[src/rtl/swd_frame_sequencer_if.sv]
// Command/response bus of the SWD frame sequencer.
// The master side issues SWD transactions and accepts responses.
// The slave side is the sequencer itself.
`timescale 1ns/1ps
interface swd_frame_sequencer_if;
    logic        cmd_valid;
    logic        cmd_ready;
    logic [7:0]  cmd_req;
    logic        cmd_rnw;
    logic [31:0] cmd_wdata;
    logic        cmd_raw;
    logic [4:0]  cmd_raw_len;
    logic        rsp_valid;
    logic        rsp_ready;
    logic [2:0]  rsp_ack;
    logic [31:0] rsp_rdata;
    logic        rsp_parity_err;

    modport master (
        output cmd_valid, cmd_req, cmd_rnw, cmd_wdata, cmd_raw, cmd_raw_len, rsp_ready,
        input  cmd_ready, rsp_valid, rsp_ack, rsp_rdata, rsp_parity_err
    );

    modport slave (
        input  cmd_valid, cmd_req, cmd_rnw, cmd_wdata, cmd_raw, cmd_raw_len, rsp_ready,
        output cmd_ready, rsp_valid, rsp_ack, rsp_rdata, rsp_parity_err
    );
endinterface

[src/rtl/swd_frame_sequencer.sv]
// SWD frame sequencer: drives one 48-bit frame into the SPI-style SWD bridge
// per command and deserialises the bridge's miso into ACK, data and parity.
// Optional RAW mode (macro SWD_SEQ_RAW_EN) holds the bridge in passthrough and
// shifts a 1..32-bit pattern for line resets and JTAG-to-SWD sequences.
// sck is derived from clk; each sck phase lasts CLK_DIV clk cycles.
`timescale 1ns/1ps
module swd_frame_sequencer #(
    parameter int CLK_DIV = 4
) (
    input  logic                  clk,
    input  logic                  rst_n,
    swd_frame_sequencer_if.slave  bus,
    output logic                  busy,
    output logic                  sck,
    output logic                  mosi,
    input  logic                  miso,
    output logic                  bridge_rst_n,
    output logic                  rnw
);

    if (CLK_DIV < 2) begin : g_bad_clk_div
        $error("swd_frame_sequencer: CLK_DIV must be at least 2");
    end

    localparam int              DIV_W      = (CLK_DIV > 2) ? $clog2(CLK_DIV) : 1;
    localparam logic [DIV_W-1:0] DIV_LAST  = DIV_W'(CLK_DIV - 1);
    localparam logic [5:0]      FRAME_LAST = 6'd47;

`ifdef SWD_SEQ_RAW_EN
    typedef enum logic [1:0] {IDLE = 2'd0, FRAME = 2'd1, RESP = 2'd2, RAW = 2'd3} state_t;
`else
    typedef enum logic [1:0] {IDLE = 2'd0, FRAME = 2'd1, RESP = 2'd2} state_t;
`endif

    state_t            state_q, state_n;
    logic [DIV_W-1:0]  div_q, div_n;
    logic [5:0]        bit_q, bit_n;
    logic              sck_q, sck_n;
    logic              mosi_q, mosi_n;
    logic              brst_q, brst_n;
    logic              rnw_q, rnw_n;
    logic              ready_q, ready_n;
    logic [7:0]        req_q, req_n;
    logic [31:0]       wdata_q, wdata_n;
    logic [2:0]        ack_q, ack_n;
    logic [31:0]       rdata_q, rdata_n;
    logic              par_q, par_n;
    logic [2:0]        rsp_ack_q, rsp_ack_n;
    logic [31:0]       rsp_rdata_q, rsp_rdata_n;
    logic              rsp_perr_q, rsp_perr_n;
    logic              in_raw;
    logic [5:0]        last_idx;
    logic [5:0]        next_idx;
    logic              read_ok;
`ifdef SWD_SEQ_RAW_EN
    logic [4:0]        raw_len_q, raw_len_n;
`endif

    // mosi level for each frame bit: request byte, turnaround gaps, write data and its parity
    function automatic logic frame_bit(input logic [5:0] idx, input logic [7:0] req,
                                       input logic rd, input logic [31:0] wd);
        logic b;
        b = 1'b0;
        if (idx >= 6'd2 && idx <= 6'd9)
            b = req[3'(idx - 6'd2)];
        else if (idx >= 6'd14 && idx <= 6'd45)
            b = rd ? 1'b0 : wd[5'(idx - 6'd14)];
        else if (idx == 6'd46)
            b = rd ? 1'b0 : ^wd;
        return b;
    endfunction

    // Mode decode: whether a RAW sequence is running and which bit index ends it
    always_comb begin
`ifdef SWD_SEQ_RAW_EN
        in_raw   = (state_q == RAW);
        last_idx = in_raw ? {1'b0, raw_len_q} : FRAME_LAST;
`else
        in_raw   = 1'b0;
        last_idx = FRAME_LAST;
`endif
    end

    // Next-state and datapath: accept a command, time the sck phases, shift mosi, capture miso
    always_comb begin
        state_n     = state_q;
        div_n       = div_q;
        bit_n       = bit_q;
        sck_n       = sck_q;
        mosi_n      = mosi_q;
        brst_n      = brst_q;
        rnw_n       = rnw_q;
        req_n       = req_q;
        wdata_n     = wdata_q;
        ack_n       = ack_q;
        rdata_n     = rdata_q;
        par_n       = par_q;
        rsp_ack_n   = rsp_ack_q;
        rsp_rdata_n = rsp_rdata_q;
        rsp_perr_n  = rsp_perr_q;
`ifdef SWD_SEQ_RAW_EN
        raw_len_n   = raw_len_q;
`endif
        next_idx    = bit_q + 6'd1;
        read_ok     = rnw_q && (ack_q == 3'b001);

        case (state_q)
            IDLE: begin
                if (bus.cmd_valid && ready_q) begin
                    req_n   = bus.cmd_req;
                    rnw_n   = bus.cmd_rnw;
                    wdata_n = bus.cmd_wdata;
                    div_n   = '0;
                    bit_n   = '0;
                    sck_n   = 1'b0;
                    ack_n   = '0;
                    rdata_n = '0;
                    par_n   = 1'b0;
                    state_n = FRAME;
                    brst_n  = 1'b1;
                    mosi_n  = 1'b0;
`ifdef SWD_SEQ_RAW_EN
                    raw_len_n = bus.cmd_raw_len;
                    if (bus.cmd_raw) begin
                        state_n = RAW;
                        brst_n  = 1'b0;
                        mosi_n  = bus.cmd_wdata[0];
                    end
`endif
                end
            end

`ifdef SWD_SEQ_RAW_EN
            FRAME, RAW: begin
`else
            FRAME: begin
`endif
                if (div_q == DIV_LAST) begin
                    div_n = '0;
                    if (!sck_q) begin
                        sck_n = 1'b1;
                        if (in_raw)
                            rdata_n[bit_q[4:0]] = miso;
                        else if (bit_q >= 6'd11 && bit_q <= 6'd13)
                            ack_n[2'(bit_q - 6'd11)] = miso;
                        else if (bit_q >= 6'd14 && bit_q <= 6'd45)
                            rdata_n[5'(bit_q - 6'd14)] = miso;
                        else if (bit_q == 6'd46)
                            par_n = miso;
                    end else begin
                        sck_n = 1'b0;
                        if (bit_q == last_idx) begin
                            state_n = RESP;
                            brst_n  = 1'b0;
                            mosi_n  = 1'b0;
                            if (in_raw) begin
                                rsp_ack_n   = 3'b000;
                                rsp_rdata_n = rdata_q;
                                rsp_perr_n  = 1'b0;
                            end else begin
                                rsp_ack_n   = ack_q;
                                rsp_rdata_n = read_ok ? rdata_q : 32'h0;
                                rsp_perr_n  = read_ok && ((^rdata_q) != par_q);
                            end
                        end else begin
                            bit_n  = next_idx;
                            mosi_n = in_raw ? wdata_q[next_idx[4:0]]
                                            : frame_bit(next_idx, req_q, rnw_q, wdata_q);
                        end
                    end
                end else begin
                    div_n = div_q + DIV_W'(1);
                end
            end

            RESP: begin
                if (bus.rsp_ready)
                    state_n = IDLE;
            end

            default: state_n = IDLE;
        endcase

        ready_n = (state_n == IDLE);
    end

    // State register with synchronous active-low reset to the idle, passthrough bridge state
    always_ff @(posedge clk) begin
        if (!rst_n) begin
            state_q     <= IDLE;
            div_q       <= '0;
            bit_q       <= '0;
            sck_q       <= 1'b0;
            mosi_q      <= 1'b0;
            brst_q      <= 1'b0;
            rnw_q       <= 1'b1;
            ready_q     <= 1'b0;
            req_q       <= '0;
            wdata_q     <= '0;
            ack_q       <= '0;
            rdata_q     <= '0;
            par_q       <= 1'b0;
            rsp_ack_q   <= '0;
            rsp_rdata_q <= '0;
            rsp_perr_q  <= 1'b0;
`ifdef SWD_SEQ_RAW_EN
            raw_len_q   <= '0;
`endif
        end else begin
            state_q     <= state_n;
            div_q       <= div_n;
            bit_q       <= bit_n;
            sck_q       <= sck_n;
            mosi_q      <= mosi_n;
            brst_q      <= brst_n;
            rnw_q       <= rnw_n;
            ready_q     <= ready_n;
            req_q       <= req_n;
            wdata_q     <= wdata_n;
            ack_q       <= ack_n;
            rdata_q     <= rdata_n;
            par_q       <= par_n;
            rsp_ack_q   <= rsp_ack_n;
            rsp_rdata_q <= rsp_rdata_n;
            rsp_perr_q  <= rsp_perr_n;
`ifdef SWD_SEQ_RAW_EN
            raw_len_q   <= raw_len_n;
`endif
        end
    end

    assign bus.cmd_ready      = ready_q;
    assign bus.rsp_valid      = (state_q == RESP);
    assign bus.rsp_ack        = rsp_ack_q;
    assign bus.rsp_rdata      = rsp_rdata_q;
    assign bus.rsp_parity_err = rsp_perr_q;
    assign busy               = (state_q == FRAME) || in_raw;
    assign sck                = sck_q;
    assign mosi               = mosi_q;
    assign bridge_rst_n       = brst_q;
    assign rnw                = rnw_q;

endmodule

[src/flat_wrapper.sv]
// flat-port wrapper written by rule: the top's interface ports become plain ports
module swd_frame_sequencer_flat 
#(
    parameter int CLK_DIV = 4
)
  (clk, rst_n, busy, sck, mosi, miso, bridge_rst_n, rnw, bus_cmd_valid, bus_cmd_req, bus_cmd_rnw, bus_cmd_wdata, bus_cmd_raw, bus_cmd_raw_len, bus_rsp_ready, bus_cmd_ready, bus_rsp_valid, bus_rsp_ack, bus_rsp_rdata, bus_rsp_parity_err);
  swd_frame_sequencer_if bus_i ();
  input  logic clk;
  input  logic rst_n;
  output logic busy;
  output logic sck;
  output logic mosi;
  input  logic miso;
  output logic bridge_rst_n;
  output logic rnw;
  input wire logic [$bits(bus_i.cmd_valid)-1:0] bus_cmd_valid;
  input wire logic [$bits(bus_i.cmd_req)-1:0] bus_cmd_req;
  input wire logic [$bits(bus_i.cmd_rnw)-1:0] bus_cmd_rnw;
  input wire logic [$bits(bus_i.cmd_wdata)-1:0] bus_cmd_wdata;
  input wire logic [$bits(bus_i.cmd_raw)-1:0] bus_cmd_raw;
  input wire logic [$bits(bus_i.cmd_raw_len)-1:0] bus_cmd_raw_len;
  input wire logic [$bits(bus_i.rsp_ready)-1:0] bus_rsp_ready;
  output wire logic [$bits(bus_i.cmd_ready)-1:0] bus_cmd_ready;
  output wire logic [$bits(bus_i.rsp_valid)-1:0] bus_rsp_valid;
  output wire logic [$bits(bus_i.rsp_ack)-1:0] bus_rsp_ack;
  output wire logic [$bits(bus_i.rsp_rdata)-1:0] bus_rsp_rdata;
  output wire logic [$bits(bus_i.rsp_parity_err)-1:0] bus_rsp_parity_err;
  assign bus_i.cmd_valid = bus_cmd_valid;
  assign bus_i.cmd_req = bus_cmd_req;
  assign bus_i.cmd_rnw = bus_cmd_rnw;
  assign bus_i.cmd_wdata = bus_cmd_wdata;
  assign bus_i.cmd_raw = bus_cmd_raw;
  assign bus_i.cmd_raw_len = bus_cmd_raw_len;
  assign bus_i.rsp_ready = bus_rsp_ready;
  assign bus_cmd_ready = bus_i.cmd_ready;
  assign bus_rsp_valid = bus_i.rsp_valid;
  assign bus_rsp_ack = bus_i.rsp_ack;
  assign bus_rsp_rdata = bus_i.rsp_rdata;
  assign bus_rsp_parity_err = bus_i.rsp_parity_err;
  swd_frame_sequencer #(.CLK_DIV(CLK_DIV)) u_core (.clk(clk), .rst_n(rst_n), .bus(bus_i), .busy(busy), .sck(sck), .mosi(mosi), .miso(miso), .bridge_rst_n(bridge_rst_n), .rnw(rnw));
endmodule
[config.mk]
export PLATFORM = sky130hd
export DESIGN_NAME = swd_frame_sequencer_flat
export DESIGN_NICKNAME = d
export VERILOG_FILES = /design/src/rtl/swd_frame_sequencer_if.sv /design/src/rtl/swd_frame_sequencer.sv /design/src/flat_wrapper.sv
export SDC_FILE = /design/constraint.sdc
export NUM_CORES = 1
export LEC_CHECK = 0
export CAP_MARGIN = 20
export CORE_AREA = 2 2 122 136
export CTS_CLUSTER_SIZE = 20
export DETAILED_ROUTE_END_ITERATION = 12
export DIE_AREA = 0 0 124 138
export RECOVER_POWER = 100
export SYNTH_ARGS = -nofsm -noshare
export SYNTH_HDL_FRONTEND = slang
export SYNTH_SLANG_ARGS = --single-unit
[constraint.sdc]
create_clock -name clk -period 8.3 [get_ports clk]
set_input_delay 2.49 -clock clk [delete_from_list [all_inputs] [get_ports clk]]
set_output_delay 2.49 -clock clk [all_outputs]
set_load 0.05 [all_outputs]
After elaboration in Yosys (flattened, before gate mapping). Index checks and enable logic that the tools add are counted.

Muxes and demuxes: 60. Reduce and logical (&&, ||, !) cells: 24. $lt $le $gt $ge: 14. Add/sub/neg operators: 6. Eq/ne operators: 19.

Operators by type and width (number): 32-bit 2-to-1 mux (6); 32-bit one-hot mux with 2 select lines (1); 32-bit XOR reduction (2); 32-bit bitwise mux (1); 1-bit 2-to-1 mux (24); 6-bit 2-to-1 mux (4); 6-bit == test, second input constant (3); 6-bit by 4-bit >= comparator with 1-bit output, second input constant (3); 5-bit AND reduction (3); 2-bit 2-to-1 mux (7); 2-bit by 1-bit != test with 1-bit output, second input constant (7); 6-bit by 4-bit <= comparator with 1-bit output, second input constant (2); 6-bit <= comparator, second input constant (2); 5-bit by 6-bit < comparator with 1-bit output, second input constant (2); 3-bit 2-to-1 mux (4); 6-bit one-hot mux with 2 select lines (1); 5-bit by 4-bit subtractor with 5-bit output, second input constant (2); 1-bit logical AND (9); 2-bit != test, second input constant (4); 1-bit one-hot mux with 2 select lines (4); 4-bit AND reduction (2); 7-bit AND reduction (1); 6-bit by 1-bit adder with 6-bit output, second input constant (1); 6-bit by 2-bit >= comparator with 1-bit output, second input constant (1); other kinds (24) (27).

Flip-flop bits (word level): 127. Bits of input ports: 52. Output and inout port bits: 43.

Logic depth before layout (Yosys ltp).
Depth after elaboration: 11. Mapped depth: 12. Gate-level depth less buffers: 9.

Worst setup path before layout. OpenSTA, ideal clock, no wires.

Path type: input to register. Start: input port bus_cmd_valid. End: register u_core.rdata_q[10]. Arrival: 3636 ps. Slack: 4594 ps. Stages: 8. Library setup time: 70 ps. Path buffers: 1. Path through: nand3b_4 > o21ai_0 > nand2b_1 > a2111oi_2 > and2_1 > buf_4 > nand2_1 > a21oi_1.

Cells in the longest elaborated chain, start to end: 3.

Ends and longest elaborated chain: start: declaration (line flat_wrapper.sv:16) `input wire logic [$bits(bus_i.cmd_valid)-1:0] bus_cmd_valid;`; 1-bit logical AND (line swd_frame_sequencer.sv:109) `if (bus.cmd_valid && ready_q) begin`; 2-bit by 1-bit != test with 1-bit output (no source line); 6-bit AND reduction (no source line); end signal: assignment (line swd_frame_sequencer.sv:221) `rdata_q <= rdata_n;`; end: declaration (line swd_frame_sequencer.sv:46) `logic [31:0] rdata_q, rdata_n;`.

No other way between the ends. A chain may end at the register's enable or synchronous reset.

Worst setup path after layout.
Start: input port rst_n. End: register u_core.ready_q, in the netlist u_core.bus.cmd_ready.

RTL lines: start: declaration (line flat_wrapper.sv:9) `input logic rst_n;`; end signal: assignment (line swd_frame_sequencer.sv:217) `ready_q <= ready_n;`; end: declaration (line swd_frame_sequencer.sv:42) `logic ready_q, ready_n;`.

No word-level cell between the ends.

==> impl_metrics.yaml <==
power_and_ir_drop:
  power_density_mw_per_mm2: 193
  p_seq_share_pct: 42.7
  p_int_w: 0.00114
  ir_drop_v: 0.000120
  p_clk_share_pct: 48.5
  power.share.combinational_pct: 8.7
  p_sw_w: 0.000335
  leakage_nw: 2.85
  swShare_pct: 22.6
die:
  die_area_mm2: 0.0171
  die_y_um: 138
  die_w_um: 124
  core_mm2: 0.0159
  start_util_pct: 38.8
  rows: 49
  io_pins: 95
global_route:
  grt_max_degree: 64
  overflow: 0
  grt_pass1_wl_mm: 24.2
  grtUsageTotal_pct: 17.9
  first_global_vias: 4962
  antenna_found_initial: 1
clock_tree:
  clockBufferDepth: 2
  clk_pin_slew_ns: 0.05
  postCtsHoldBufs: 0
  cts_root_buffer: "clkbuf_16"
  htreeDepth: 4
  post_cts_buffers: 0
  clkSinkCount: 127
  clk_latency_ns: 0.42
  cts_tree: "built"
  numCtsBuffers: 17
  cts_resized: 0
outcome:
  status: "finished, violations left"
  violations: "capacitance limit, slew limit"
routing:
  drtAntennaViolNets: 0
  wire_per_inst_um: 14.8
  routed_wl_mm: 15.0
  route.detailed.drc: 0
  viasPerCell: 5.19
  firstDrtPassIters: 5
  vias: 5257
  drt-initial-drc-count: 331
worst_setup_path:
  critPathTopFamily: "buffers and inverters"
  crit_type: "input pin to flop"
  worst_path_max_delay_cell: "clkinvlp_2"
  reg2reg_depth: 9
  rr_endpoint: "u_core.mosi"
  cp.arrival_ns: 6.00
  path_cells: "dlygate4sd3_1, clkinvlp_2, buf_4, nor3b_1"
  cp_max_fo: 63
  crit_path_end: "u_core.bus.cmd_ready"
  endpoint_kind: "flop"
  crit_buf_inv: 3
  crit_start: "rst_n"
  r2r_slack_ns: 3.81
  slowest_delay_ns: 1.57
  startpoint_type: "input pin"
  r2r_start: "u_core.bit_q[0]"
  cp.depth: 4
  worstPathRequired_ns: 8.63
placed_design:
  dp_hpwl_mm: 10.2
  dp.cells: 981
  place_ws_ns: 3.45
  place_congestion: 0.839
  io_buffers: 88
  post_dp_cell_area_mm2: 0.00712
min_path:
  min_path_type: "flop to flop"
  worstHoldPathCells: 2
synth:
  yosys.area.top_type: "dfxtp_1"
  synthCells: 738
  synth_fp_nets: 800
  synth_top_area_share_pct: 41.1
  synth_edf_count: 0
  synth_cell_type_count: 53
  synth_flop_cell: "dfxtp_1"
  synth.ff_latch_count: 127
  synth_area_leaders: "dfxtp_1 (41%), a21oi_1 (9.7%), nand2_1 (8.2%), xnor2_1 (7.8%), a22oi_1 (4.1%)"
  synth_warnings: 0
  synth_area_per_cell_um2: 8.39
  synth_commonest_cells: "nand2_1 (136), dfxtp_1 (127), a21oi_1 (120), nor2_1 (55), xnor2_1 (55)"
  post-synth-top-count-cell: "nand2_1"
  async_reset_ff_share_pct: 0
  synth_seq_area_share_pct: 41.1
  synth_area_mm2: 0.00619
sta:
  setup_tns_ns: 0
  setup_viol: 0
  worstMarginPinSlew_ns: 2.22
  slew_headroom_pct: -47.8
  fmax_ghz: 0.176
  final.period_utilization_pct: 68.4
  hold_viol: 0
  setup_slack_ns: 2.63
  drv_slew: 185
  fin_crit_ns: 5.67
  hold_slack_ns: 0.452
  fin_skew_ns: 0.00791
  rsz0062_at_grt: "false"
cells_and_area:
  finalNonFillerCells: 1013
  area_growth_pct: 24.0
  final_nets: 858
  drive_gt1_share_pct: 5.45
  final_area_mm2: 0.00768
flow_run:
  drv_cap: 4
[metal layers]
layer / up-vias / track usage [%] / share of wire, %
li1: 2663 / - / -
met1: 2450 / 20.6 / 41
met2: 116 / 30.6 / 52
met3: 28 / 4.13 / 4.4
met4: 0 / 8.75 / 2.6
met5: - / 0 / 0
[cell type report]
| cell class | count | area [um2] |
|---|---|---|
| Clock inverter | 7 | 85.1 |
| Fill cell | 1566 | 8260 |
| Antenna cell | 1 | 2.50 |
| Inverter | 8 | 31.3 |
| Multi-Input combinational cell | 549 | 3360 |
| Clock buffer | 24 | 482 |
| Timing Repair Buffer | 93 | 918 |
| Tap cell | 204 | 255 |
| Sequential cell | 127 | 2540 |
[registers in the layout, summed over array words and instances, names as in the netlist, 2 cells and up]
name and flops:
u_core.bus.rsp_rdata 32, u_core.wdata_q 32, u_core.div_q 2, u_core.req_q 8
u_core.state_q 2, u_core.ack_q 3, u_core.bus.rsp_ack 3, u_core.bit_q 6
u_core.rdata_q 32
[power groups by stage]
stage	logic [W]	registers (W)	clock network [W]
after floorplan	0.0000870	0.000646	0
after global placement	0.000129	0.000644	0
after detailed placement	0.000131	0.000645	0
after CTS	0.000131	0.000632	0.000733
after global routing	0.000142	0.000633	0.000764
final	0.000129	0.000632	0.000718
[placed cells by master (no fill, tap or decap), types with 8 or more instances in the layout]
cell,count
a21oi_1,120
a22oi_1,34
clkbuf_16,17
clkdlybuf4s50_1,43
dfxtp_1,127
dlygate4sd3_1,45
ha_1,10
mux4_1,9
nand2_1,136
nand3_1,9
nor2_1,55
nor3_1,8
o21ai_0,44
xnor2_1,55
xor2_1,14
[stage by stage]
step	total power, W	utilization (%)
final	0.00148	48.2
after global routing	0.00154	48.2
after CTS	0.00150	48.2
after detailed placement	0.000776	44.7
after global placement	0.000773	44.6
after floorplan	0.000733	-
[cell families after synthesis]
group	share of synthesized area, %
simple gates	16.9
compound gates	19.0
flops	41.1
xor+xnor	10.5
buf+inv	4.69
mux	5.88
fa+ha+maj	2.02
[tightest hold or removal path: cells and delay by family, from the launching register on]
family           cells  cell delay, ns
flip-flops           1            0.30
AND/OR/NAND/NOR      1            0.05
AO/OA/AOI/OAI        1            0.05
[how the worst min path moves through the flow]
stage | from | to | slack [ns]
after floorplan | u_core.req_q[2] | u_core.req_q[2] | 0.43
after CTS | u_core.req_q[6] | u_core.req_q[6] | 0.46
after global routing | u_core.req_q[0] | u_core.req_q[0] | 0.47
final | u_core.req_q[6] | u_core.req_q[6] | 0.45
after global placement | u_core.req_q[1] | u_core.req_q[1] | 0.44
after detailed placement | u_core.req_q[6] | u_core.req_q[6] | 0.45
Power figures use the tool's default switching activity.
